<file path="src/rtl/hc595_pkg.sv">
// Shared types, constants and helpers for the 74HC595 link frame receiver.
package hc595_pkg;

    localparam int unsigned FRAME_W = 16;
    localparam int unsigned SEG_W   = 8;
    localparam int unsigned DIGITS  = 8;
    localparam int unsigned IDX_W   = 3;
    localparam int unsigned CNT_W   = 5;

    typedef logic [SEG_W-1:0] seg_t;

    typedef struct packed {
        seg_t             seg;
        logic [DIGITS-1:0] sel;
    } frame_t;

    // Active-high 7-segment glyphs for hex digits 0..F (bit0=a .. bit6=g)
    localparam seg_t HEX_GLYPH [16] = '{
        8'h3F, 8'h06, 8'h5B, 8'h4F, 8'h66, 8'h6D, 8'h7D, 8'h07,
        8'h7F, 8'h6F, 8'h77, 8'h7C, 8'h39, 8'h5E, 8'h79, 8'h71
    };

    // Returns {exactly_one_bit_set, index_of_set_bit}
    function automatic logic [IDX_W:0] onehot_idx(input logic [DIGITS-1:0] sel);
        logic [IDX_W:0] r;
        int unsigned    n;
        r = '0;
        n = 0;
        for (int i = 0; i < DIGITS; i++) begin
            if (sel[i]) begin
                n = n + 1;
                r[IDX_W-1:0] = IDX_W'(i);
            end
        end
        r[IDX_W] = (n == 1);
        return r;
    endfunction

endpackage

</file>
<file path="src/rtl/hc595_sync_edge.sv">
// Two-flop synchroniser plus edge register for one asynchronous link wire.
module hc595_sync_edge (
    input  logic clk,
    input  logic rst_n,
    input  logic din,
    output logic level,
    output logic rise_c
);

    logic s1, s2, s3;

    always_ff @(posedge clk or negedge rst_n) begin
        if (!rst_n) begin
            s1 <= 1'b0;
            s2 <= 1'b0;
            s3 <= 1'b0;
        end else begin
            s1 <= din;
            s2 <= s1;
            s3 <= s2;
        end
    end

    assign level  = s2;
    assign rise_c = s2 & ~s3;

endmodule

</file>
<file path="src/rtl/hc595_frame_receiver.sv">
// Deserialises {SEG,SEL} frames from a 74HC595 link and rebuilds the 8-digit image.
// Optional hex decode of the image is built when SEG_DECODE_EN is defined.
module hc595_frame_receiver
    import hc595_pkg::*;
#(
    parameter bit          SEL_ACTIVE_LOW = 1'b1,
    parameter bit          SEG_ACTIVE_LOW = 1'b1,
    parameter int unsigned ERR_CNT_W      = 8
) (
    input  logic                      Clk,
    input  logic                      Reset_n,
    input  logic                      SH_CP,
    input  logic                      ST_CP,
    input  logic                      DS,
    output logic [FRAME_W-1:0]        Frame_Data,
    output logic                      Frame_Valid,
    output logic                      Frame_Err,
    output logic [ERR_CNT_W-1:0]      Err_Cnt,
    output logic [IDX_W-1:0]          Digit_Idx,
    output logic                      Digit_Update,
    output logic [DIGITS*SEG_W-1:0]   Digit_Seg,
    output logic [DIGITS*4-1:0]       Disp_Data,
    output logic [DIGITS-1:0]         Point_Mask,
    output logic                      Decode_Err
);

    logic sh_lvl, sh_rise, st_lvl, st_rise, ds_lvl, ds_rise;
    logic unused_sync;

    hc595_sync_edge u_sync_sh (.clk(Clk), .rst_n(Reset_n), .din(SH_CP), .level(sh_lvl), .rise_c(sh_rise));
    hc595_sync_edge u_sync_st (.clk(Clk), .rst_n(Reset_n), .din(ST_CP), .level(st_lvl), .rise_c(st_rise));
    hc595_sync_edge u_sync_ds (.clk(Clk), .rst_n(Reset_n), .din(DS),    .level(ds_lvl), .rise_c(ds_rise));

    assign unused_sync = &{1'b0, sh_lvl, st_lvl, ds_rise};

    logic [FRAME_W-1:0] shreg;
    logic [CNT_W-1:0]   bit_cnt;

    logic [FRAME_W-1:0] shifted_c, latch_val_c;
    logic [CNT_W-1:0]   cnt_inc_c, latch_cnt_c;
    frame_t             frame_c;
    logic [DIGITS-1:0]  sel_eff_c;
    logic [IDX_W:0]     oh_c;
    seg_t               seg_val_c;
    logic               good_c;

    // A coincident shift and latch latches the freshly shifted value and count
    always_comb begin
        shifted_c   = {shreg[FRAME_W-2:0], ds_lvl};
        cnt_inc_c   = (bit_cnt == '1) ? bit_cnt : bit_cnt + CNT_W'(1);
        latch_val_c = sh_rise ? shifted_c : shreg;
        latch_cnt_c = sh_rise ? cnt_inc_c : bit_cnt;
        frame_c     = frame_t'(latch_val_c);
        sel_eff_c   = SEL_ACTIVE_LOW ? ~frame_c.sel : frame_c.sel;
        oh_c        = onehot_idx(sel_eff_c);
        seg_val_c   = SEG_ACTIVE_LOW ? ~frame_c.seg : frame_c.seg;
        good_c      = (latch_cnt_c == CNT_W'(FRAME_W)) && oh_c[IDX_W];
    end

    always_ff @(posedge Clk or negedge Reset_n) begin
        if (!Reset_n) begin
            shreg        <= '0;
            bit_cnt      <= '0;
            Frame_Data   <= '0;
            Frame_Valid  <= 1'b0;
            Frame_Err    <= 1'b0;
            Err_Cnt      <= '0;
            Digit_Idx    <= '0;
            Digit_Update <= 1'b0;
            Digit_Seg    <= '0;
        end else begin
            Frame_Valid  <= 1'b0;
            Frame_Err    <= 1'b0;
            Digit_Update <= 1'b0;
            if (sh_rise) begin
                shreg   <= shifted_c;
                bit_cnt <= cnt_inc_c;
            end
            if (st_rise) begin
                Frame_Data  <= latch_val_c;
                bit_cnt     <= '0;
                Frame_Valid <= 1'b1;
                if (good_c) begin
                    Digit_Seg[{oh_c[IDX_W-1:0], 3'b000} +: SEG_W] <= seg_val_c;
                    Digit_Idx    <= oh_c[IDX_W-1:0];
                    Digit_Update <= 1'b1;
                end else begin
                    Frame_Err <= 1'b1;
                    if (Err_Cnt != '1) Err_Cnt <= Err_Cnt + ERR_CNT_W'(1);
                end
            end
        end
    end

`ifdef SEG_DECODE_EN
    logic [DIGITS*4-1:0] dec_data_c;
    logic [DIGITS-1:0]   dec_dp_c;
    logic                dec_err_c;
    seg_t                dig_c;
    logic                hit_c;

    // Match each digit's a..g pattern against the hex glyph table
    always_comb begin
        dec_data_c = '0;
        dec_dp_c   = '0;
        dec_err_c  = 1'b0;
        dig_c      = '0;
        hit_c      = 1'b0;
        for (int k = 0; k < DIGITS; k++) begin
            dig_c       = Digit_Seg[k*SEG_W +: SEG_W];
            dec_dp_c[k] = dig_c[SEG_W-1];
            hit_c       = 1'b0;
            for (int g = 0; g < 16; g++) begin
                if (dig_c[6:0] == HEX_GLYPH[g][6:0]) begin
                    dec_data_c[k*4 +: 4] = 4'(g);
                    hit_c                = 1'b1;
                end
            end
            if (!hit_c) dec_err_c = 1'b1;
        end
    end

    always_ff @(posedge Clk or negedge Reset_n) begin
        if (!Reset_n) begin
            Disp_Data  <= '0;
            Point_Mask <= '0;
            Decode_Err <= 1'b0;
        end else if (Digit_Update) begin
            Disp_Data  <= dec_data_c;
            Point_Mask <= dec_dp_c;
            Decode_Err <= dec_err_c;
        end
    end
`else
    assign Disp_Data  = '0;
    assign Point_Mask = '0;
    assign Decode_Err = 1'b0;
`endif

endmodule

</file>
<file path="config.mk">
export PLATFORM = sky130hd
export DESIGN_NAME = hc595_frame_receiver
export DESIGN_NICKNAME = d
export VERILOG_FILES = /design/src/rtl/hc595_pkg.sv /design/src/rtl/hc595_sync_edge.sv /design/src/rtl/hc595_frame_receiver.sv
export SDC_FILE = /design/constraint.sdc
export NUM_CORES = 1
export LEC_CHECK = 0
export BUFFER_PORTS_ARGS = -buffer_cell sky130_fd_sc_hd__buf_2
export CAP_MARGIN = 5
export CORE_ASPECT_RATIO = 0.9
export CORE_MARGIN = 5
export CORE_UTILIZATION = 30
export CTS_CLUSTER_SIZE = 30
export DETAILED_ROUTE_END_ITERATION = 7
export GPL_TIMING_DRIVEN = 0
export HOLD_SLACK_MARGIN = 0.02
export SYNTH_ARGS = -nofsm -noshare
export SYNTH_HDL_FRONTEND = slang
export SYNTH_SLANG_ARGS = --single-unit
export TNS_END_PERCENT = 20
</file>
<file path="constraint.sdc">
create_clock -name Clk -period 6.31 [get_ports Clk]
set_clock_uncertainty 0.1 [all_clocks]
set_input_delay 0.3155 -clock Clk [delete_from_list [all_inputs] [get_ports Clk]]
set_output_delay 0.3155 -clock Clk [all_outputs]
set_load 0.005 [all_outputs]
</file>
==> results.json, run 1 <==
{
  "gr-usage-all-layers": 0.1277,
  "grt_use_met1": 0.1845,
  "grtUsageMet2": 0.1820,
  "synth_area_leaders": "dfrtp_1 (52%), mux2_2 (11%), buf_4 (5.2%)",
  "worstHoldPathType": "flop to flop",
  "worst_pin_slew_ns": 0.8831,
  "avgSynthCellArea_um2": 11.94,
  "synthCells": 493,
  "cap_violations": 0,
  "finalCriticalPeriod_ns": 6.054,
  "dpl-instance-area_um2": 6878,
  "io-pin-count": 140,
  "postRouteAntennaNets": 0,
  "p_leak_nw": 4.197,
  "diodes": 0,
  "first_pass_iters": 4,
  "final.setup.worst_slack_ns": 0.2555,
  "required_ns": 6.49,
  "vias": 4157,
  "crit_type": "flop to flop",
  "gp_congestion": 0.8057,
  "yosys_warnings": 0,
  "core_um2": 19220,
  "fin_cells": 928,
  "ys_ff_latch": 123,
  "syn-cell-area_um2": 5884,
  "insertion_delay_ns": 0.40,
  "fin_nets": 680,
  "numPortBuffers": 98,
  "die_x_um": 157.6,
  "routed_wl_um": 14280,
  "grt_pass1_wl_um": 22520,
  "p_total_mw": 2.971,
  "yosys.cell_types.count": 61,
  "grt_util_met3": 0.04667,
  "cts.clk_slew.worst_paths_ns": 0.06,
  "final_util": 0.4033,
  "ys_seq_area_frac": 0.5231,
  "async_flop_share": 1.000,
  "area_growth_pct": 31.70,
  "hold_viol": 0,
  "drv_slew": 0,
  "grt_max_degree": 86,
  "cts_tree": "built",
  "peakVddDrop_uv": 224.4,
  "synth-edff-count": 0,
  "cts_sinks": 123,
  "root_buffer": "clkbuf_16",
  "grt.overflow.total": 0,
  "grt_pass1_vias": 4040,
  "relSlewSlack": 0.4060,
  "antenna_found_initial": 0,
  "cts_buffer_depth": 2,
  "ys_top_cells_by_count": "dfrtp_1 (123), mux2_2 (58), buf_4 (41), nand2_1 (39), inv_1 (27)",
  "yosysMostFrequentCell": "dfrtp_1",
  "fill_cells": 1912,
  "cp_max_fo": 9,
  "synth_ff_type": "dfrtp_1",
  "start_util": 0.3062,
  "start_kind": "flop",
  "drtIter0Drc": 195,
  "busiest_layer": "met1",
  "setup_viol": 0,
  "outcome": "completed",
  "route.detailed.drc": 0,
  "fp.dieH_um": 142.9,
  "min_period_over_period": 0.9595,
  "end_kind": "flop",
  "pwr_density_cell_nw_per_um2": 383.4,
  "fmax_mhz": 165.2,
  "std_cell_rows": 48,
  "hpwl_um": 10460,
  "cp.arrival_ns": 6.24,
  "finalInstanceArea_um2": 7750,
  "post-place-ws_ns": -1.027,
  "cts_buffers": 17,
  "drive_above_1_share": 0.4189,
  "cts_htree_levels": 4,
  "synth_top_area_frac": 0.5231,
  "vias_per_cell": 4.480,
  "routedWlPerCell_um": 15.39,
  "dieArea_um2": 22520,
  "placed_cells": 882,
  "yosysTopAreaCell": "dfrtp_1"
}
[flip-flops by register name, indices dropped and copies added, names as in the netlist, 3 cells and up]
name        flops
Digit_Idx       3
Digit_Seg      64
Err_Cnt         8
Frame_Data     16
bit_cnt         5
shreg          16
[worst max-delay path, stage by stage, from the launching register on]
cell and delay [ns]:
dfrtp_1 0.39, nand2b_4 0.19, buf_12 0.15, a21o_1 0.21, ha_4 0.27, xor2_1 0.16, ha_1 0.31, o21bai_2 0.15
inv_1 0.06, ha_1 0.30, a2bb2oi_4 0.15, inv_1 0.06, ha_1 0.29, nor2_2 0.13, a21oi_1 0.07, ha_1 0.28
nor2_1 0.05, a221oi_2 0.23, ha_1 0.27, or3_1 0.36, o21ai_0 0.09, nand4_1 0.17, or3_4 0.37, buf_8 0.17
or4_4 0.62, mux2_4 0.34
[cells by family (layout without fill, tap and decap cells)]
family / count (synthesis) / in the layout / synth area share
fa+ha+maj: 10 / 10 / 0.02126
flops: 123 / 123 / 0.5231
mux: 81 / 81 / 0.1576
buf+inv: 82 / 227 / 0.08186
other cells: 1 / 41 / 0.0006373
xor+xnor: 22 / 22 / 0.04210
simple gates: 118 / 118 / 0.1076
compound gates: 56 / 56 / 0.06592
[layout by cell type (no fill, tap or decap), drive strengths merged, types with 3 or more instances in the layout]
| master | synthesis | final |
|---|---|---|
| xor2 | 8 | 8 |
| mux2i | 15 | 15 |
| nor2 | 26 | 26 |
| nand2b | 4 | 4 |
| nand2 | 39 | 39 |
| dlygate4sd3 | 0 | 4 |
| nand3 | 9 | 9 |
| or3 | 3 | 3 |
| nand3b | 4 | 4 |
| xnor2 | 12 | 12 |
| bufinv | 0 | 4 |
| clkbuf | 6 | 25 |
| and3b | 3 | 3 |
| ha | 10 | 10 |
| conb | 1 | 41 |
| a21oi | 11 | 11 |
| and3 | 4 | 4 |
| nor4 | 5 | 5 |
| nor3 | 11 | 11 |
| o21ai | 22 | 22 |
| clkinvlp | 0 | 4 |
| mux2 | 66 | 66 |
| a211oi | 3 | 3 |
| clkinv | 1 | 3 |
| buf | 48 | 157 |
| inv | 27 | 30 |
| dfrtp | 123 | 123 |
[per-layer routing]
layer  wire, um  up-vias
li1           -     1993
met1       6713     2010
met2       6016      137
met3       1356       17
met4        198        0
met5          0        -
[cell type report]
class | instances | area [um2] | share of cell area
plain buffers | 52 | 380.4 | 0.04908
clock buffers | 19 | 442.9 | 0.05715
clock inverters | 13 | 190.2 | 0.02454
inverters | 28 | 105.1 | 0.01356
multi-input cells | 328 | 2585 | 0.3335
flip-flops and latches | 123 | 3079 | 0.3973
well taps | 250 | 312.8 | 0.04036
repair buffers | 115 | 654.4 | 0.08444
[final timing paths]
path	startpoint	endpoint	cells after the start	slack (ns)
max reg2reg	u_sync_sh.s3	Digit_Seg[4]	25	0.26
max in group asynchronous	Reset_n	Digit_Seg[3]	3	5.07
max	u_sync_sh.s3	Digit_Seg[4]	25	0.26
min in group asynchronous	Reset_n	u_sync_ds.s1	2	0.30
min reg2reg	u_sync_st.s1	u_sync_st.level	0	0.25
min	u_sync_st.s1	u_sync_st.level	0	0.25
[stage by stage]
step | hold WS [ns] | setup TNS [ns]
4_1_cts | 0.2554 | 0
3_3_place_gp | 0.2369 | -51.96
2_1_floorplan | -0.08009 | 0
6_report | 0.2519 | 0
5_1_grt | 0.2657 | -0.1129
3_5_place_dp | 0.1531 | -56.46
[power by group]
part | internal [mW] | switching (mW)
sequential | 0.869 | 0.0668
combinational | 0.439 | 0.556
clock | 0.675 | 0.365
total | 1.98 | 0.988
[repair_timing]
item                       4_1_cts  5_1_grt
gates resized for setup         15        9
setup endpoints to repair       74       65
pin swaps                        4        8
hold endpoints to repair        41        0
buffers inserted                 4        8
hold buffers                     4        0
No activity file was read; power rests on OpenSTA's default activity.
==> inputs of run 2 (changes only) <==
--- a/config.mk
+++ b/config.mk
@@ -14,6 +14,7 @@
 export DETAILED_ROUTE_END_ITERATION = 7
 export GPL_TIMING_DRIVEN = 0
 export HOLD_SLACK_MARGIN = 0.02
+export REMOVE_ABC_BUFFERS = 1
 export SYNTH_ARGS = -nofsm -noshare
 export SYNTH_HDL_FRONTEND = slang
 export SYNTH_SLANG_ARGS = --single-unit
==> run 2 against run 1 <==
Against the previous run: sequential power is essentially flat; final cell count decreased by 5.1%; hold slack got worse by 0.0044 ns; wire length down 3.3%; critical path type unchanged; critical endpoint is now Digit_Seg[0]; largest cell class unchanged.
==> results.json, run 2 (synthesis results as in run 1) <==
{
  "drive_above_1_share": 0.3883,
  "finalCriticalPeriod_ns": 6.000,
  "r2r-end": "Digit_Seg[0]",
  "std_cell_rows": 48,
  "r2r_cells": 23,
  "cts_buffers": 17,
  "cp.buffers_inverters": 2,
  "grt_pass1_vias": 3900,
  "diodes": 0,
  "slowest_delay_ns": 0.57,
  "gp_congestion": 0.8056,
  "outcome": "completed",
  "cts_tree": "built",
  "start_util": 0.3062,
  "grt_pass1_wl_um": 21980,
  "dieArea_um2": 22520,
  "end_kind": "flop",
  "fin_nets": 633,
  "relSlewSlack": 0.4175,
  "vias_per_cell": 4.478,
  "p_leak_nw": 3.932,
  "worstHoldPathType": "flop to flop",
  "insertion_delay_ns": 0.41,
  "postRouteAntennaNets": 0,
  "whs_ns": 0.2475,
  "cts_htree_levels": 4,
  "first_pass_iters": 5,
  "worst_pin_slew_ns": 0.8660,
  "crit_type": "flop to flop",
  "cap_violations": 0,
  "cts_buffer_depth": 2,
  "p_total_mw": 2.824,
  "core_um2": 19220,
  "placed_cells": 828,
  "start_kind": "flop",
  "largest_register_ffs": 64,
  "hold_depth": 0,
  "fin_cells": 881,
  "setup_viol": 0,
  "peakVddDrop_uv": 186.3,
  "gr-usage-all-layers": 0.1266,
  "drv_slew": 0,
  "fill_cells": 1887,
  "hold_viol": 0,
  "io-pin-count": 140,
  "grt.overflow.total": 0,
  "root_buffer": "clkbuf_16",
  "final_util": 0.3837,
  "antenna_found_initial": 0,
  "fp.dieH_um": 142.9,
  "cp_slowest_cell": "or4_4",
  "regToRegSetupSlack_ns": 0.31,
  "required_ns": 6.50,
  "hpwl_um": 9715,
  "crit_family": "simple AND/OR/NAND/NOR gates",
  "drtIter0Drc": 141,
  "cp_common_cell": "ha_1",
  "numPortBuffers": 98,
  "final_common_cell": "dfrtp_1",
  "cts_sinks": 123,
  "grt_max_degree": 84,
  "final_cell_mix": "dfrtp_1 (121), buf_2 (97), mux2_2 (58)",
  "top_regs": "Digit_Seg x64, Frame_Data x16, shreg x16",
  "min_from": "u_sync_st.s1",
  "routedWlPerCell_um": 15.68,
  "die_x_um": 157.6,
  "largest-register": "Digit_Seg",
  "cts.clk_slew.worst_paths_ns": 0.06,
  "cp.arrival_ns": 6.19,
  "reg2reg_from": "u_sync_sh.s3",
  "cp_max_fo": 8,
  "min_period_over_period": 0.9509,
  "fmax_mhz": 166.7,
  "pwr_density_cell_nw_per_um2": 383.0,
  "route.detailed.drc": 0,
  "crit_chain": "and3b_1 > a21o_1 > ha_4 > xor2_1 > ha_1 > o21bai_2 > inv_1 > ha_1 > a2bb2oi_4 > inv_1 > ha_1 > nor2_2 > a21oi_1 > ha_1 > nor2_1 > a221oi_2 > ha_1 > or3_1 > o21ai_0 > nand4_1 > or3_4 > or4_4 > mux2_4",
  "area_growth_pct": 25.30,
  "routed_wl_um": 13810,
  "whs_endpoint": "u_sync_st.level",
  "vias": 3945
}
-- run 2: cell count changes in the layout (fill, tap and decap cells not counted), sizes merged --
cell / before / now
buf: 157 / 115
clkbuf: 25 / 18
clkinv: 3 / 8
bufinv: 4 / 2
nand2b: 4 / 5
inv: 30 / 28
-- run 2: final cells by class --
cell class	instances	area (um2)	share of cell area
tap	250	312.8	0.04242
sequential	123	3080	0.4178
clock inverter	14	148.9	0.02019
inverter	28	105.1	0.01425
clock buffer	18	429.2	0.05820
multi-input combinational	329	2587	0.3509
timing repair buffer	119	709.4	0.09622
-- run 2: routing by layer --
layer,global-route usage,up-vias,share of wire
met1,0.1821,1918,0.49
met2,0.1780,129,0.42
li1,-,1884,-
met4,0.04255,0,0.015
met5,0,-,0
met3,0.04303,14,0.076
-- run 2: where the power goes --
part	leakage (nW)	internal [mW]	switching, mW
clock network	0.272	0.581	0.367
registers	1.67	0.869	0.0678
logic	1.99	0.407	0.532
total	3.93	1.86	0.966
-- run 2: what timing repair did --
action	4_1_cts	5_1_grt
endpoints found under the setup margin	77	68
resized for setup	14	8
hold buffers	4	0
pin swaps	7	5
hold endpoints to repair	43	0
buffers inserted	9	7
gates cloned	1	0
-- run 2: worst max path at each step --
stage,from,endpoint,slack (ns),depth (start not counted)
after floorplan,u_sync_sh.s3,Digit_Seg[0],-0.24,23
after global placement,u_sync_sh.s3,Digit_Seg[50],-1.39,23
after detailed placement,u_sync_sh.s3,Digit_Seg[55],-1.49,23
after CTS,u_sync_sh.s3,Digit_Seg[1],0.04,24
after global routing,u_sync_sh.s3,Digit_Seg[48],-0.005,26
final,u_sync_sh.s3,Digit_Seg[0],0.31,23
-- run 2: through the flow --
step | cell area [um2] | setup TNS (ns) | worst slack (ns)
detailed placement | 6497 | -93.95 | -1.486
global route | 7373 | -0.01136 | -0.005316
CTS | 7286 | 0 | 0.04381
finish | 7373 | 0 | 0.3098
global placement | 6461 | -88.63 | -1.393
floorplan | 5658 | -9.085 | -0.2430
==> inputs of run 3 (changes only) <==
--- a/config.mk
+++ b/config.mk
@@ -5,16 +5,18 @@
 export SDC_FILE = /design/constraint.sdc
 export NUM_CORES = 1
 export LEC_CHECK = 0
-export BUFFER_PORTS_ARGS = -buffer_cell sky130_fd_sc_hd__buf_2
+export ABC_AREA = 1
 export CAP_MARGIN = 5
 export CORE_ASPECT_RATIO = 0.9
 export CORE_MARGIN = 5
 export CORE_UTILIZATION = 30
 export CTS_CLUSTER_SIZE = 30
 export DETAILED_ROUTE_END_ITERATION = 7
+export DONT_BUFFER_PORTS = 1
 export GPL_TIMING_DRIVEN = 0
 export HOLD_SLACK_MARGIN = 0.02
 export REMOVE_ABC_BUFFERS = 1
+export SLEW_MARGIN = 25
 export SYNTH_ARGS = -nofsm -noshare
 export SYNTH_HDL_FRONTEND = slang
 export SYNTH_SLANG_ARGS = --single-unit
==> run 3 against run 2 <==
Against the previous run: core utilization shrank 3.9 points; final cell count up 21%; wire length rose by 18%; design area fell by 2.0%; critical endpoint is now Digit_Seg[6]; non-clock buffer count shrank 107; sequential power down 4.2%; count of clock-buffer cells in the layout rose by 4; sequential cell count unchanged.
==> results.json, run 3 <==
{
  "outcome": "completed",
  "root_buffer": "clkbuf_16",
  "synth_ff_type": "dfrtp_1",
  "first_pass_iters": 5,
  "ys_ff_latch": 123,
  "largest_register_ffs": 64,
  "whs_ns": 0.2454,
  "yosysTopAreaCell": "dfrtp_1",
  "start_kind": "flop",
  "crit_family": "simple AND/OR/NAND/NOR gates",
  "cp.arrival_ns": 5.89,
  "min_period_over_period": 0.9010,
  "final.setup.worst_slack_ns": 0.6249,
  "cts_sinks": 123,
  "fin_tns_setup_ns": 0,
  "fill_cells": 2187,
  "cts_buffers": 17,
  "diodes": 0,
  "numPortBuffers": 0,
  "yosys_warnings": 0,
  "avgSynthCellArea_um2": 8.421,
  "busiest_layer": "met2",
  "ys_seq_area_frac": 0.4784,
  "start_util": 0.3070,
  "crit_cells": 31,
  "r2r-end": "Digit_Seg[6]",
  "core_um2": 20960,
  "end_kind": "flop",
  "largest-register": "Digit_Seg",
  "cp_slowest_cell": "dfrtp_1",
  "finalCriticalPeriod_ns": 5.685,
  "critPathLaunch": "u_sync_sh.level",
  "synth-edff-count": 0,
  "relSlewSlack": 0.2689,
  "die_x_um": 164.4,
  "area_growth_pct": 12.37,
  "drive_above_1_share": 0.1300,
  "vias": 4846,
  "worst_pin_slew_ns": 1.085,
  "insertion_delay_ns": 0.42,
  "grt_use_met1": 0.1693,
  "final_cell_mix": "nand2_1 (226), dfrtp_1 (123), nand4_1 (66)",
  "fin_cells": 1063,
  "hpwl_um": 11450,
  "vias_per_cell": 4.559,
  "p_total_mw": 2.468,
  "async_flop_share": 1.000,
  "regToRegSetupSlack_ns": 0.62,
  "r2r_cells": 31,
  "grt.overflow.total": 0,
  "routed_wl_um": 16240,
  "cts_htree_levels": 4,
  "ys_top_cells_by_count": "nand2_1 (227), dfrtp_1 (123), nand4_1 (66), nor2_1 (53), inv_1 (46)",
  "postRouteAntennaNets": 0,
  "drtIter0Drc": 328,
  "rsz0062_at_grt": "false",
  "cp_max_fo": 28,
  "dieArea_um2": 24480,
  "route.detailed.drc": 0,
  "routedWlPerCell_um": 15.28,
  "synth_top_area_frac": 0.4784,
  "fmax_mhz": 175.9,
  "gp_congestion": 0.7872,
  "peakVddDrop_uv": 137.8,
  "slowest_delay_ns": 0.42,
  "cp.buffers_inverters": 5,
  "cts.clk_slew.worst_paths_ns": 0.05,
  "grt_pass1_vias": 4742,
  "grt_pass1_wl_um": 25820,
  "synthCells": 764,
  "io-pin-count": 140,
  "worstHoldPathType": "flop to flop",
  "p_leak_nw": 3.620,
  "endpoint": "Digit_Seg[6]",
  "setup_viol": 0,
  "cp_common_cell": "nand2_1",
  "grt_max_degree": 124,
  "cts_buffer_depth": 2,
  "antenna_found_initial": 0,
  "pwr_density_cell_nw_per_um2": 341.4,
  "crit_type": "flop to flop",
  "top_regs": "Digit_Seg x64, Frame_Data x16, shreg x16",
  "fin_nets": 780,
  "syn-cell-area_um2": 6434,
  "yosys.cell_types.count": 39,
  "cap_violations": 0,
  "required_ns": 6.51,
  "yosysMostFrequentCell": "nand2_1",
  "reg2reg_from": "u_sync_sh.level",
  "drv_slew": 0,
  "synth_area_leaders": "dfrtp_1 (48%), nand2_1 (13%), nand4_1 (6.4%)",
  "final_common_cell": "nand2_1",
  "post-place-ws_ns": 0.4422,
  "grtUsageMet2": 0.2111,
  "grt_util_met3": 0.06494,
  "placed_cells": 1022,
  "hold_viol": 0,
  "cts_tree": "built",
  "std_cell_rows": 50,
  "fp.dieH_um": 148.9,
  "gr-usage-all-layers": 0.1354
}
-- run 3: kinds of logic (layout without fill, tap and decap cells) --
kind of cell,count (synthesis),after routing,share of synthesized area
other cells,1,41,0.0005829
fa+ha+maj,10,10,0.01945
simple gates,452,452,0.3394
compound gates,41,41,0.03909
flops,123,123,0.4784
xor+xnor,9,9,0.01225
buf+inv,128,101,0.1109
-- run 3: where the power goes --
group	leakage [nW]	switching [mW]	internal, mW
Combinational	1.73	0.427	0.162
Clock	0.281	0.359	0.622
Sequential	1.61	0.0510	0.847
Total	3.62	0.837	1.63
-- run 3: per-stage QoR --
stage               instance area [um2]    util
floorplan                          6088       -
global placement                   6446  0.3076
detailed placement                 6509  0.3106
CTS                                7173  0.3423
global route                       7229  0.3450
finish                             7229  0.3450
-- run 3: timing repair --
| item | 4_1_cts | 5_1_grt |
|---|---|---|
| endpoints found under the setup margin | 0 | 32 |
| hold endpoints to repair | 126 | 0 |
| gates resized for setup | 0 | 0 |
| hold buffers | 5 | 0 |
| buffers inserted | 0 | 4 |
-- run 3: layer usage --
layer | vias up | share of wire
met5 | - | 0
met4 | 0 | 0.011
met3 | 14 | 0.093
met2 | 117 | 0.46
met1 | 2284 | 0.44
li1 | 2431 | -
-- run 3: cell type report --
class / instances / area [um2] / area share
inverter: 58 / 222.7 / 0.03081
clock inverter: 9 / 112.6 / 0.01558
tap: 286 / 357.8 / 0.04950
multi-input combinational: 553 / 2798 / 0.3870
sequential: 123 / 3078 / 0.4258
timing repair buffer: 12 / 176.4 / 0.02440
clock buffer: 22 / 484.2 / 0.06698
-- run 3: how the worst min path moves through the flow --
| stage | start | endpoint | slack (ns) | cells past startpoint |
|---|---|---|---|---|
| detailed placement | Reset_n | Digit_Seg[3] | -0.07 | 0 |
| floorplan | Reset_n | Digit_Idx[0] | -0.08 | 0 |
| CTS | u_sync_ds.s1 | u_sync_ds.level | 0.25 | 0 |
| finish | u_sync_ds.s1 | u_sync_ds.level | 0.25 | 0 |
| global route | u_sync_ds.s1 | u_sync_ds.level | 0.25 | 0 |
| global placement | Reset_n | Digit_Seg[3] | -0.08 | 0 |
